--- src/rtl/q_bus_skid.sv ---
// Two-entry registered skid buffer for the 18-bit S-box Q bus, carrying mode and tag
// alongside the data, with saturating stall and wrapping beat counters.
module q_bus_skid #(
    parameter int DATA_W = 18,
    parameter int TAG_W  = 4,
    parameter int CNT_W  = 16
) (
    input  logic              clk,
    input  logic              rst,
    input  logic              flush,
    input  logic              in_valid,
    output logic              in_ready,
    input  logic [DATA_W-1:0] in_q,
    input  logic              in_mode,
    input  logic [TAG_W-1:0]  in_tag,
    output logic              out_valid,
    input  logic              out_ready,
    output logic [DATA_W-1:0] out_q,
    output logic              out_mode,
    output logic [TAG_W-1:0]  out_tag,
    output logic [1:0]        occupancy,
    output logic [CNT_W-1:0]  stall_cnt,
    output logic [CNT_W-1:0]  beat_cnt
);

    logic              main_valid_q, main_valid_d;
    logic [DATA_W-1:0] main_q_q, main_q_d;
    logic              main_mode_q, main_mode_d;
    logic [TAG_W-1:0]  main_tag_q, main_tag_d;
    logic              skid_valid_q, skid_valid_d;
    logic [DATA_W-1:0] skid_q_q, skid_q_d;
    logic              skid_mode_q, skid_mode_d;
    logic [TAG_W-1:0]  skid_tag_q, skid_tag_d;
    logic [CNT_W-1:0]  stall_cnt_q, stall_cnt_d;
    logic [CNT_W-1:0]  beat_cnt_q, beat_cnt_d;
    logic              accept_s;
    logic              drain_s;

    // in_ready depends only on registered skid state and flush, never on out_ready
    assign in_ready  = ~skid_valid_q & ~flush;
    assign accept_s  = in_valid & in_ready;
    assign drain_s   = main_valid_q & out_ready;
    assign out_valid = main_valid_q;
    assign out_q     = main_q_q;
    assign out_mode  = main_mode_q;
    assign out_tag   = main_tag_q;
    assign occupancy = {1'b0, main_valid_q} + {1'b0, skid_valid_q};
    assign stall_cnt = stall_cnt_q;
    assign beat_cnt  = beat_cnt_q;

    // Next-state for main/skid entries
    always_comb begin
        main_valid_d = main_valid_q;
        main_q_d     = main_q_q;
        main_mode_d  = main_mode_q;
        main_tag_d   = main_tag_q;
        skid_valid_d = skid_valid_q;
        skid_q_d     = skid_q_q;
        skid_mode_d  = skid_mode_q;
        skid_tag_d   = skid_tag_q;
        if (flush) begin
            main_valid_d = 1'b0;
            skid_valid_d = 1'b0;
        end else if (!main_valid_q) begin
            if (accept_s) begin
                main_valid_d = 1'b1;
                main_q_d     = in_q;
                main_mode_d  = in_mode;
                main_tag_d   = in_tag;
            end else begin
                main_valid_d = 1'b0;
            end
        end else if (drain_s) begin
            if (skid_valid_q) begin
                // Skid is older than anything arriving now, so it moves up first
                main_q_d     = skid_q_q;
                main_mode_d  = skid_mode_q;
                main_tag_d   = skid_tag_q;
                skid_valid_d = 1'b0;
            end else if (accept_s) begin
                main_q_d     = in_q;
                main_mode_d  = in_mode;
                main_tag_d   = in_tag;
            end else begin
                main_valid_d = 1'b0;
            end
        end else begin
            if (accept_s) begin
                skid_valid_d = 1'b1;
                skid_q_d     = in_q;
                skid_mode_d  = in_mode;
                skid_tag_d   = in_tag;
            end else begin
                skid_valid_d = skid_valid_q;
            end
        end
    end

    // Next-state for characterisation counters (unaffected by flush)
    always_comb begin
        stall_cnt_d = stall_cnt_q;
        beat_cnt_d  = beat_cnt_q;
        if (main_valid_q && !out_ready && (stall_cnt_q != {CNT_W{1'b1}})) begin
            stall_cnt_d = stall_cnt_q + {{(CNT_W-1){1'b0}}, 1'b1};
        end else begin
            stall_cnt_d = stall_cnt_q;
        end
        if (drain_s) begin
            beat_cnt_d = beat_cnt_q + {{(CNT_W-1){1'b0}}, 1'b1};
        end else begin
            beat_cnt_d = beat_cnt_q;
        end
    end

    // State registers
    always_ff @(posedge clk or posedge rst) begin
        if (rst) begin
            main_valid_q <= 1'b0;
            main_q_q     <= {DATA_W{1'b0}};
            main_mode_q  <= 1'b0;
            main_tag_q   <= {TAG_W{1'b0}};
            skid_valid_q <= 1'b0;
            skid_q_q     <= {DATA_W{1'b0}};
            skid_mode_q  <= 1'b0;
            skid_tag_q   <= {TAG_W{1'b0}};
            stall_cnt_q  <= {CNT_W{1'b0}};
            beat_cnt_q   <= {CNT_W{1'b0}};
        end else begin
            main_valid_q <= main_valid_d;
            main_q_q     <= main_q_d;
            main_mode_q  <= main_mode_d;
            main_tag_q   <= main_tag_d;
            skid_valid_q <= skid_valid_d;
            skid_q_q     <= skid_q_d;
            skid_mode_q  <= skid_mode_d;
            skid_tag_q   <= skid_tag_d;
            stall_cnt_q  <= stall_cnt_d;
            beat_cnt_q   <= beat_cnt_d;
        end
    end

endmodule

--- config.mk ---
export PLATFORM = sky130hd
export DESIGN_NAME = q_bus_skid
export DESIGN_NICKNAME = d
export VERILOG_FILES = /design/src/rtl/q_bus_skid.sv
export SDC_FILE = /design/constraint.sdc
export NUM_CORES = 1
export LEC_CHECK = 0
export CAP_MARGIN = 25
export CORE_AREA = 2 2 88 90
export DETAILED_ROUTE_END_ITERATION = 7
export DIE_AREA = 0 0 90 92
export HOLD_SLACK_MARGIN = 0.06
export MAX_ROUTING_LAYER = met4
export PLACE_DENSITY = 0.79
export SETUP_SLACK_MARGIN = 0.02
export SKIP_CTS_REPAIR_TIMING = 1
export SYNTH_ARGS = -nofsm -noshare
export SYNTH_HDL_FRONTEND = slang
export SYNTH_SLANG_ARGS = --single-unit
--- constraint.sdc ---
create_clock -name clk -period 4.6 [get_ports clk]
set_input_delay 0.92 -clock clk [delete_from_list [all_inputs] [get_ports clk]]
set_output_delay 0.92 -clock clk [all_outputs]
set_load 0.02 [all_outputs]
==> results of run 1 <==
-- layout make-up --
type	count	area [um2]	area share
clock buffers	10	137.6	0.02886
clock inverters	6	116.4	0.02440
inverters	5	20.02	0.004197
multi-input cells	178	1448	0.3035
flip-flops and latches	80	2002	0.4197
well taps	102	127.6	0.02676
repair buffers	90	918.4	0.1926
-- flip-flops by register name, summed over array words and instances, names as in the netlist --
name          cells
out_tag           4
out_mode          1
skid_mode_q       1
out_valid         1
skid_tag_q        4
out_q            18
skid_q_q         18
beat_cnt         16
stall_cnt        16
skid_valid_q      1
-- stage by stage --
step	util	cell area (um2)	setup slack, ns	hold slack, ns	cells
after global routing	0.6405	4770	1.384	0.5090	471
final	0.6405	4770	1.469	0.4727	471
after floorplan	-	3533	1.628	0.4651	276
after detailed placement	0.6006	4473	1.461	0.4647	453
after CTS	0.6347	4727	1.461	0.4799	469
after global placement	0.6006	4473	1.471	0.4622	453
-- worst paths after layout --
| kind | to | from | depth (start not counted) |
|---|---|---|---|
| max | in_ready | flush | 3 |
| min | beat_cnt[15] | beat_cnt[15] | 1 |
| max reg2reg | stall_cnt[13] | out_valid | 4 |
| min reg2reg | beat_cnt[15] | beat_cnt[15] | 1 |
| max in group asynchronous | out_q[1] | rst | 4 |
| min in group asynchronous | out_tag[1] | rst | 2 |
-- placed cells by master, fill, tap and decap left out, types with 8 or more instances in the layout --
cell | Yosys | routed
sky130_fd_sc_hd__clkdlybuf4s50_1 | 0 | 86
sky130_fd_sc_hd__dfrtp_1 | 80 | 80
sky130_fd_sc_hd__o22ai_1 | 23 | 23
sky130_fd_sc_hd__a2bb2oi_1 | 23 | 23
sky130_fd_sc_hd__mux2_4 | 20 | 20
sky130_fd_sc_hd__xor2_1 | 18 | 18
sky130_fd_sc_hd__nand2_1 | 13 | 13
sky130_fd_sc_hd__nand3_1 | 13 | 13
sky130_fd_sc_hd__xnor2_1 | 11 | 11
sky130_fd_sc_hd__clkbuf_8 | 0 | 10
sky130_fd_sc_hd__nor3_1 | 8 | 8
-- layer usage --
layer,wire length (um),global-route usage,vias to the layer above
li1,-,-,1196
met1,3584,0.2667,1265
met2,3545,0.2976,64
met3,335,0.03862,11
met4,121,0.07949,0
met5,0,-,-
-- power by group through the flow --
stage	combinational, mW	clock [mW]	sequential (mW)
3_3_place_gp	0.524	0	0.964
5_1_grt	0.580	0.678	0.981
3_5_place_dp	0.540	0	0.968
2_1_floorplan	0.216	0	1.04
6_report	0.542	0.633	0.960
4_1_cts	0.543	0.643	0.959
-- cells by family after synthesis --
group / Yosys count / share of synthesized area
buf+inv: 18 / 0.02656
xor+xnor: 29 / 0.07188
mux: 25 / 0.1009
fa+ha+maj: 3 / 0.01062
simple gates: 70 / 0.1154
flops: 80 / 0.5666
compound gates: 51 / 0.1080
==> impl_summary.md, run 1 <==
Clocking
The clock reaches the later pin of the worst-skew pair after 0.35 ns. The longest clock path from root to sink contains 2 buffers. The clock-pin slew of the registers on the worst-case setup and hold paths is 0.08 ns. The H-tree generated during clock tree synthesis spans 3 levels.

Counting the buffers created by CTS gives 9. The tree is rooted in a sky130_fd_sc_hd__clkbuf_8. The TritonCTS clock tree is built. The clock net in this run drives a total of 80 sinks.

STA
The final worst clock skew is 0.007479 ns. For this run, the top clock speed supported by timing is 319.3 MHz. Setup repair after global routing left no endpoint under its margin. The slew at the pin closest to its max-slew limit is 1.008 ns. The setup TNS after final layout is 0 ns. The hold violation total from the final report is 0. The max-slew headroom at the worst pin is 0.3272. The total count of max-transition violations in the final report is 0.

The minimum period implied by the final worst setup slack is 3.131 ns. The final setup violation count is 0. The ratio of final minimum period to clock period is 0.6807.

Die
The initial utilization of the core area, before any placement, comes to 0.4745. Measured along the x axis, the die boundary spans 90 um. The floorplan die area is 8280 um2. The floorplan has 32 rows. The total area inside the core boundary comes to 7447 um2. The die is 92 um tall. The boundary pin count is 87.

Logic synthesis
During synthesis, Yosys emitted a total of 0 warnings. The commonest register cell after synthesis is sky130_fd_sc_hd__dfrtp_1. The area share of the largest cell type after synthesis is 0.5666. The synthesized instance count is 276. The number of synthesized flops with an enable pin is 0. After synthesis the netlist holds a flip-flop and latch count of 80. The synthesized netlist net count is 307. Among all cell types in the netlist, the one instantiated most often is sky130_fd_sc_hd__dfrtp_1.

The commonest cells after synthesis are sky130_fd_sc_hd__dfrtp_1 (80), sky130_fd_sc_hd__a2bb2oi_1 (23), sky130_fd_sc_hd__o22ai_1 (23). For this run, the register share of the synthesized area comes to 0.5666. By area the synthesized netlist is led by sky130_fd_sc_hd__dfrtp_1 (57%), sky130_fd_sc_hd__mux2_4 (8.5%), sky130_fd_sc_hd__a2bb2oi_1 (5.7%), sky130_fd_sc_hd__xor2_1 (4.5%), sky130_fd_sc_hd__o22ai_1 (4.1%). The top cell type by total area after synthesis is sky130_fd_sc_hd__dfrtp_1. The proportion of register bits with asynchronous set or reset after synthesis is 1.000. Summing every instance area after synthesis gives 3533 um2. In this run the mean area of a mapped cell was 12.80 um2. In this run, distinct cell masters in the synthesized netlist total 34.

Critical path
The slowest stage of the critical path belongs to the cell sky130_fd_sc_hd__clkdlybuf4s50_1. The critical path goes through clkdlybuf4s50_1 > nor2_1 > clkdlybuf4s50_1. The critical path capture point type is an output pin. The most numerous cell type found on the critical path is sky130_fd_sc_hd__clkdlybuf4s50_1. The maximum fanout along the worst path is 6. Data on the critical path arrives at its endpoint at 2.21 ns. The family with the most delay on the worst path is buffers and inverters.

The count of buffer and inverter cells on the critical path is 2. For this run, the slowest stage of the critical path takes 0.60 ns. The required time at the endpoint of the critical path is 3.68 ns. STA classifies the critical path startpoint as a primary input. The setup check on the worst reg-to-reg path leaves a slack of 2.43 ns. The worst setup path category is in2out.

Drt
The post-route antenna net violation count is 0. The routed design has 7.586 mm of wire. Detailed routing inserted a total of 2536 vias. The average via count per standard cell is 5.384.

The first-pass iteration count of the detailed router is 4. The average wire per standard cell is 16.11 um. In the routed design, unresolved DRC markers number 0. The violation count after the first detailed-route iteration is 105.

Power and ir drop
The share of total power dissipated in sequential elements is 0.450. Of the total power, the clock network draws 0.297. The total power divided by cell area is 447.6 nW/um2. The combinational share of power is 0.254. Summed over all nets, the switching power comes to 0.6130 mW. Cell internal power was estimated by the tool at 1.522 mW. Overall power consumption after layout is estimated at 2.135 mW. Summed over all cells, the static leakage comes to 2.112 nW.

The maximum VDD drop is 287.4 uV. The switching power share of the total is 0.2871.

GRT
For this run, the total global-route usage over all layers was measured as 0.1976. The number of global-route vias before repair was 2622. For this run the aggregate overflow at the end of global routing stands at 0. The number of antenna violations at the first check in global routing is 0.

The pin count of the biggest net entering global routing is 59. The first global-routing pass estimated 12.69 mm of wire.

Run
The tool flagged a number of max-cap violations equal to 0.

Finish
The filler cell count in the final layout is 576. The signed area change from the synthesized netlist to the final layout is 34.99%. The net count of the finished layout is 395. In the final layout, the share of cells above drive strength 1 is 0.1355. The number of antenna diodes is 0.

Placed design
After legalization and detailed placement, the total HPWL measured 5.156 mm. At the end of routability-driven placement, the weighted congestion stood at 0.8189. The count of buffers added on input and output ports is 86.

Hold path
The tightest min-delay check is of the reg2reg type.

Status
The run finished with clean final reports.
Power figures use the tool's default switching activity.
==> inputs of run 2 (changes only) <==
CORE_AREA = 2 2 93 95   (was 2 2 88 90)
DIE_AREA = 0 0 95 97   (was 0 0 90 92)
PLACE_DENSITY = 0.74   (was 0.79)
clock period = 2.8 ns   (was 4.6 ns; I/O delays follow)
==> impl_summary.md, run 2 (synthesis gave the netlist of run 1 again) <==
Finish
Compared with the post-synthesis result, the final layout area differs by 34.38%. In the final design database the tool counted 398 nets. 0 antenna diodes ended up in the layout. In the layout the commonest cells are sky130_fd_sc_hd__clkdlybuf4s50_1 (86), sky130_fd_sc_hd__dfrtp_1 (80), sky130_fd_sc_hd__o22ai_1 (23), sky130_fd_sc_hd__a2bb2oi_1 (23), sky130_fd_sc_hd__mux2_4 (20). The layout cell share with drive strength beyond 1 is 0.1398. The count of cells in the finished layout, fillers not included, comes to 477. Once layout is done, the placed cells without fillers occupy 4748 um2.

Counting the fill cells in the layout gives 666. Leaving out fill and tap cells, the most frequent cell in the layout is sky130_fd_sc_hd__clkdlybuf4s50_1.

Status
The flow ran to the end, and the final reports show no timing, DRC or antenna violations.

Critical path
The worst setup path is of the reg2out kind. Data on the critical path arrives at its endpoint at 1.74 ns. The maximum fanout along the worst path is 9. The critical path capture point type is an output pin. The worst setup path is launched from a flop. The required time at the endpoint of the critical path is 2.24 ns.

STA
Setup repair after global routing left no endpoint under its margin. The achievable clock frequency is 435.2 MHz. The final setup violation count is 0. Of the available clock period, the critical path in the final layout requires 0.8207.

Final hold analysis gives a worst-case slack of 0.4645 ns. At the pin with the least slew margin, the transition time is 1.036 ns. The worst pin sits at a relative slew slack of 0.3087. The final worst clock skew is 0.003203 ns.

The total count of max-transition violations in the final report is 0. Subtracting the final worst setup slack from the clock period gives 2.298 ns. The setup TNS after final layout is 0 ns. The hold violation total from the final report is 0.

Clocking
The number of buffers between clock root and the deepest sink is 2. The TritonCTS clock tree is built. The clock-pin slew of the registers on the worst-case setup and hold paths is 0.08 ns.

The clock net sink count is 80. The insertion delay of the later-clocked pin in the worst-skew pair is 0.34 ns. The root buffer cell chosen for the clock tree is sky130_fd_sc_hd__clkbuf_8. The number of CTS-inserted buffers is 9. The count of H-tree levels built during CTS is 3.

Power and ir drop
The leakage power is 2.100 nW. The overall power is 3.382 mW. The worst-case IR drop observed on VDD is 315.3 uV. Dividing total power by cell area gives a power density of 712.3 nW/um2.

GRT
The wire length of the first global-routing pass is 13.46 mm. The total global-route track usage is 0.1894. The overflow left after global routing is 0. Entering global routing, the biggest net connects 46 pins. The number of antenna violations at the first check in global routing is 0. The number of global-route vias before repair was 2690.

Die
The total number of placement rows is 33. The die extent in x is 95 um. Measured along the y axis, the die boundary spans 97 um. In this run the count of I/O pins placed on the die edge is 87. The floorplan die area is 9215 um2.

For this configuration, the core starts out at a cell density of 0.4344. The floorplan step defined a core boundary enclosing 8134 um2.

Drt
The number of remaining DRC errors is 0. The violation count after the first detailed-route iteration is 74. The average via count per standard cell is 5.291. The routed layout has 2524 vias. For this block, the routed nets add up to 7.740 mm of wire. The detail route stage leaves a number of antenna-violating nets equal to 0. The first-pass iteration count of the detailed router is 4. After detailed routing, the average wire length per cell comes to 16.23 um.

Hold path
The tightest min-delay check is of the in2async type.

Run
The count of maximum capacitance violations is 0.

Placed design
The number of buffers added on ports is 86. The number of placed instances, taps included, is 461. The placed instances occupy a cell area of 4527 um2.

The congestion estimate from routability-driven global placement came to 0.8094. The detailed placement HPWL is 5.172 mm.
## run 2: changes by cell type in the layout (fill, tap and decap cells not counted)
cell / delta
sky130_fd_sc_hd__clkinv_2: +1
sky130_fd_sc_hd__buf_16: -1
sky130_fd_sc_hd__clkinv_4: -3
sky130_fd_sc_hd__buf_8: -1
sky130_fd_sc_hd__bufinv_16: -1
sky130_fd_sc_hd__clkinvlp_4: +2
sky130_fd_sc_hd__clkbuf_1: +1
sky130_fd_sc_hd__buf_12: +1
sky130_fd_sc_hd__buf_4: +4
## run 2: metrics by stage
stage                     setup slack [ns]    util
final                               0.5021  0.5838
after global routing                0.4183  0.5838
after CTS                           0.4650  0.5838
after detailed placement            0.2087  0.5565
after global placement              0.3068  0.5565
after floorplan                     0.1883       -
## run 2: report_power, final
part,internal (mW),switching (mW)
Clock,0.526,0.411
Sequential,1.38,0.188
Combinational,0.502,0.380
Total,2.40,0.979
## run 2: per-layer routing
layer,global-route usage,part of all wire
met5,-,0
met4,0.03679,0.0067
met3,0.04595,0.047
met2,0.2755,0.46
met1,0.2732,0.49
## run 2: critical path, stage by stage (launching register included)
cell,delay (ns)
sky130_fd_sc_hd__dfrtp_1,0.49
sky130_fd_sc_hd__ha_1,0.32
sky130_fd_sc_hd__clkdlybuf4s50_1,0.59
## run 2: layout make-up
| cell class | count | area (um2) | area share |
|---|---|---|---|
| Sequential cell | 80 | 2002 | 0.4216 |
| Timing Repair Buffer | 93 | 925.9 | 0.1950 |
| Multi-Input combinational cell | 178 | 1448 | 0.3049 |
| Clock buffer | 11 | 141.4 | 0.02978 |
| Clock inverter | 5 | 80.08 | 0.01686 |
| Inverter | 5 | 20.02 | 0.004216 |
| Tap cell | 105 | 131.4 | 0.02767 |
## run 2: path summary, 6_finish.rpt
| kind | start | slack (ns) | cells past startpoint | endpoint |
|---|---|---|---|---|
| worst min register to register | stall_cnt[14] | 0.50 | 1 | stall_cnt[14] |
| worst min-delay path | rst | 0.46 | 2 | stall_cnt[8] |
| max in group asynchronous | rst | 1.78 | 3 | beat_cnt[3] |
| min in group clk | stall_cnt[14] | 0.50 | 1 | stall_cnt[14] |
| worst max register to register | out_valid | 0.75 | 4 | out_tag[2] |
| worst max-delay path | out_valid | 0.50 | 2 | occupancy[0] |
==> inputs of run 3 (changes only) <==
CORE_AREA = 2 2 88 90   (was 2 2 93 95)
DIE_AREA = 0 0 90 92   (was 0 0 95 97)
PLACE_DENSITY = 0.79   (was 0.74)
clock period = 2.2 ns   (was 2.8 ns; I/O delays follow)
==> impl_summary.md, run 3 (synthesis gave the netlist of run 1 again) <==
Status
The flow ran to the end, and the final reports show no timing, DRC or antenna violations.

Power and ir drop
Of the total power, the clock network draws 0.235. The total power divided by cell area is 862.1 nW/um2. The combinational share of power is 0.276. The leakage power is 2.120 nW. The net switching power figure is 1.253 mW.

The switching power share of the total is 0.3068. The maximum VDD drop is 515.0 uV. Of the total power, registers draw 0.489.

The internal power is 2.832 mW.

Hold path
The tightest min-delay check is of the reg2reg type.

Drt
Summed over all layers, the routed wires come to 7.406 mm. The number of remaining DRC errors is 0. The average wire per standard cell is 15.46 um. The total number of vias is 2529. The average via count per standard cell is 5.280. The first-pass iteration count of the detailed router is 4. The violation count after the first detailed-route iteration is 85. The post-route antenna net violation count is 0.

Placed design
Including well taps, the total number of placed cells is 463. At the end of routability-driven placement, the weighted congestion stood at 0.8407. The worst slack after detailed placement is -0.00007128 ns. The count of buffers added on input and output ports is 86. The detailed placement HPWL is 5.106 mm.

STA
Across all hold checks on the routed design, the worst slack comes to 0.4780 ns. The smallest setup slack after layout is 0.1718 ns. The max-slew headroom at the worst pin is 0.7110.

The achievable clock frequency is 493.1 MHz. Setup violations remaining at the end of the flow were counted as 0. The ratio of final minimum period to clock period is 0.9219. For the finished layout, the period the worst path requires is 2.028 ns. Setup total negative slack on the finished layout was measured at 0 ns. The hold violation total from the final report was 0. The total count of max-transition violations in the final report is 0. Across the routed clock network, the largest skew measured is 0.009605 ns. The slew at the pin closest to its max-slew limit is 0.4302 ns. Setup repair after global routing left no endpoint under its margin.

Clocking
Clock-pin slew was measured on the worst setup and hold paths at 0.08 ns. Clock tree synthesis inserted a total of 9 buffers. No sink is reached through more buffers than the 2 on the longest clock path. TritonCTS built the clock tree. In this run the clock root is driven by a sky130_fd_sc_hd__clkbuf_8. The insertion delay of the later-clocked pin in the worst-skew pair is 0.34 ns. The clock net sink count is 80. The clock tree synthesis step divided the H-tree into 3 levels.

Die
The floorplan die area is 8280 um2. The total number of placement rows is 32. The floorplan step set the die height to 92 um.

The die is 90 um wide. In this run the standard cell core region covers 7447 um2. The boundary pin count is 87. For this configuration, the core starts out at a cell density of 0.4745.

Run
The count of maximum capacitance violations is 0.

Critical path
The critical path capture point type is an output pin. The slowest stage of the critical path belongs to the cell sky130_fd_sc_hd__clkdlybuf4s50_1. The signal on the critical path passes through clkdlybuf4s50_1 > nor2_1 > clkdlybuf4s50_1. The largest single stage delay on the critical path is 0.60 ns. The worst register-to-register path has a setup slack of 0.47 ns. The worst setup path category is in2out. Of all nets on the critical path, the largest fanout is 3. STA puts the critical path data arrival time at 1.59 ns. The required time at the endpoint of the critical path is 1.76 ns. The worst setup path is launched from a primary input. Among the stages of the critical path, the cell type that occurs most often is sky130_fd_sc_hd__clkdlybuf4s50_1.

Finish
For this run, the number of standard cells in the final layout without fillers is 479. 0 antenna diodes ended up in the layout. The signed area change from the synthesized netlist to the final layout is 34.10%. Of the cells placed in the final design, the portion with a size suffix greater than 1 is 0.1512. In the layout the commonest cells are sky130_fd_sc_hd__clkdlybuf4s50_1 (85), sky130_fd_sc_hd__dfrtp_1 (80), sky130_fd_sc_hd__o22ai_1 (23), sky130_fd_sc_hd__a2bb2oi_1 (23), sky130_fd_sc_hd__mux2_4 (20).

The commonest non-fill, non-tap cell in the layout is sky130_fd_sc_hd__clkdlybuf4s50_1. The net count reported at finish is 403.

GRT
For this run, the total global-route usage over all layers was measured as 0.1868. Global routing finished with a remaining overflow of 0. The number of global-route vias before repair is 2489. The number of antenna violations at the first check in global routing was 0. The pin count of the biggest net entering global routing is 81. The wire length of the first global-routing pass is 12.05 mm.
-- run 3: cell count changes in the layout (fill, tap and decap cells not counted), sizes merged --
cell	change
buf	+5
bufinv	-2
clkdlybuf4s50	-1
clkinv	+1
dlymetal6s2s	+1
inv	+1
-- run 3: layer usage --
metal / routed length, um / track usage
met5: 0 / -
met3: 334 / 0.03122
met1: 3545 / 0.2556
met4: 84 / 0.06538
met2: 3441 / 0.2857
-- run 3: worst max-delay path, delay by kind of cell --
| kind | cells | cell delay, ns |
|---|---|---|
| AND/OR/NAND/NOR | 1 | 0.11 |
| buffers and inverters | 2 | 1.04 |
-- run 3: area by class of cell --
type                    count  area (um2)
fillers                   596        2709
clock buffers              11       141.4
repair buffers             98       965.9
clock inverters             5       31.28
inverters                   5       22.52
multi-input cells         178        1448
flip-flops and latches     80        2002
well taps                 102       127.6
-- run 3: per-stage QoR --
step	instance area, um2	total power [mW]	utilization
after floorplan	3537	2.620	-
after global placement	4563	3.125	0.6127
after detailed placement	4563	3.151	0.6127
after CTS	4736	4.130	0.6359
after global routing	4738	4.284	0.6363
final	4738	4.085	0.6363
-- run 3: power by group through the flow --
| stage | sequential (mW) | combinational, mW | clock (mW) |
|---|---|---|---|
| 4_1_cts | 2.00 | 1.14 | 0.991 |
| 5_1_grt | 2.04 | 1.20 | 1.05 |
| 6_report | 2.00 | 1.13 | 0.960 |
| 3_3_place_gp | 2.02 | 1.11 | 0 |
| 3_5_place_dp | 2.02 | 1.13 | 0 |
| 2_1_floorplan | 2.17 | 0.452 | 0 |
-- run 3: final timing paths --
path / start / to / cells past startpoint
setup / recovery: flush / in_ready / 3
hold / removal: beat_cnt[15] / beat_cnt[15] / 1
setup reg to reg: skid_valid_q / skid_mode_q / 4
hold reg to reg: beat_cnt[15] / beat_cnt[15] / 1
max in group asynchronous: rst / beat_cnt[8] / 3
min in group asynchronous: rst / out_q[6] / 3
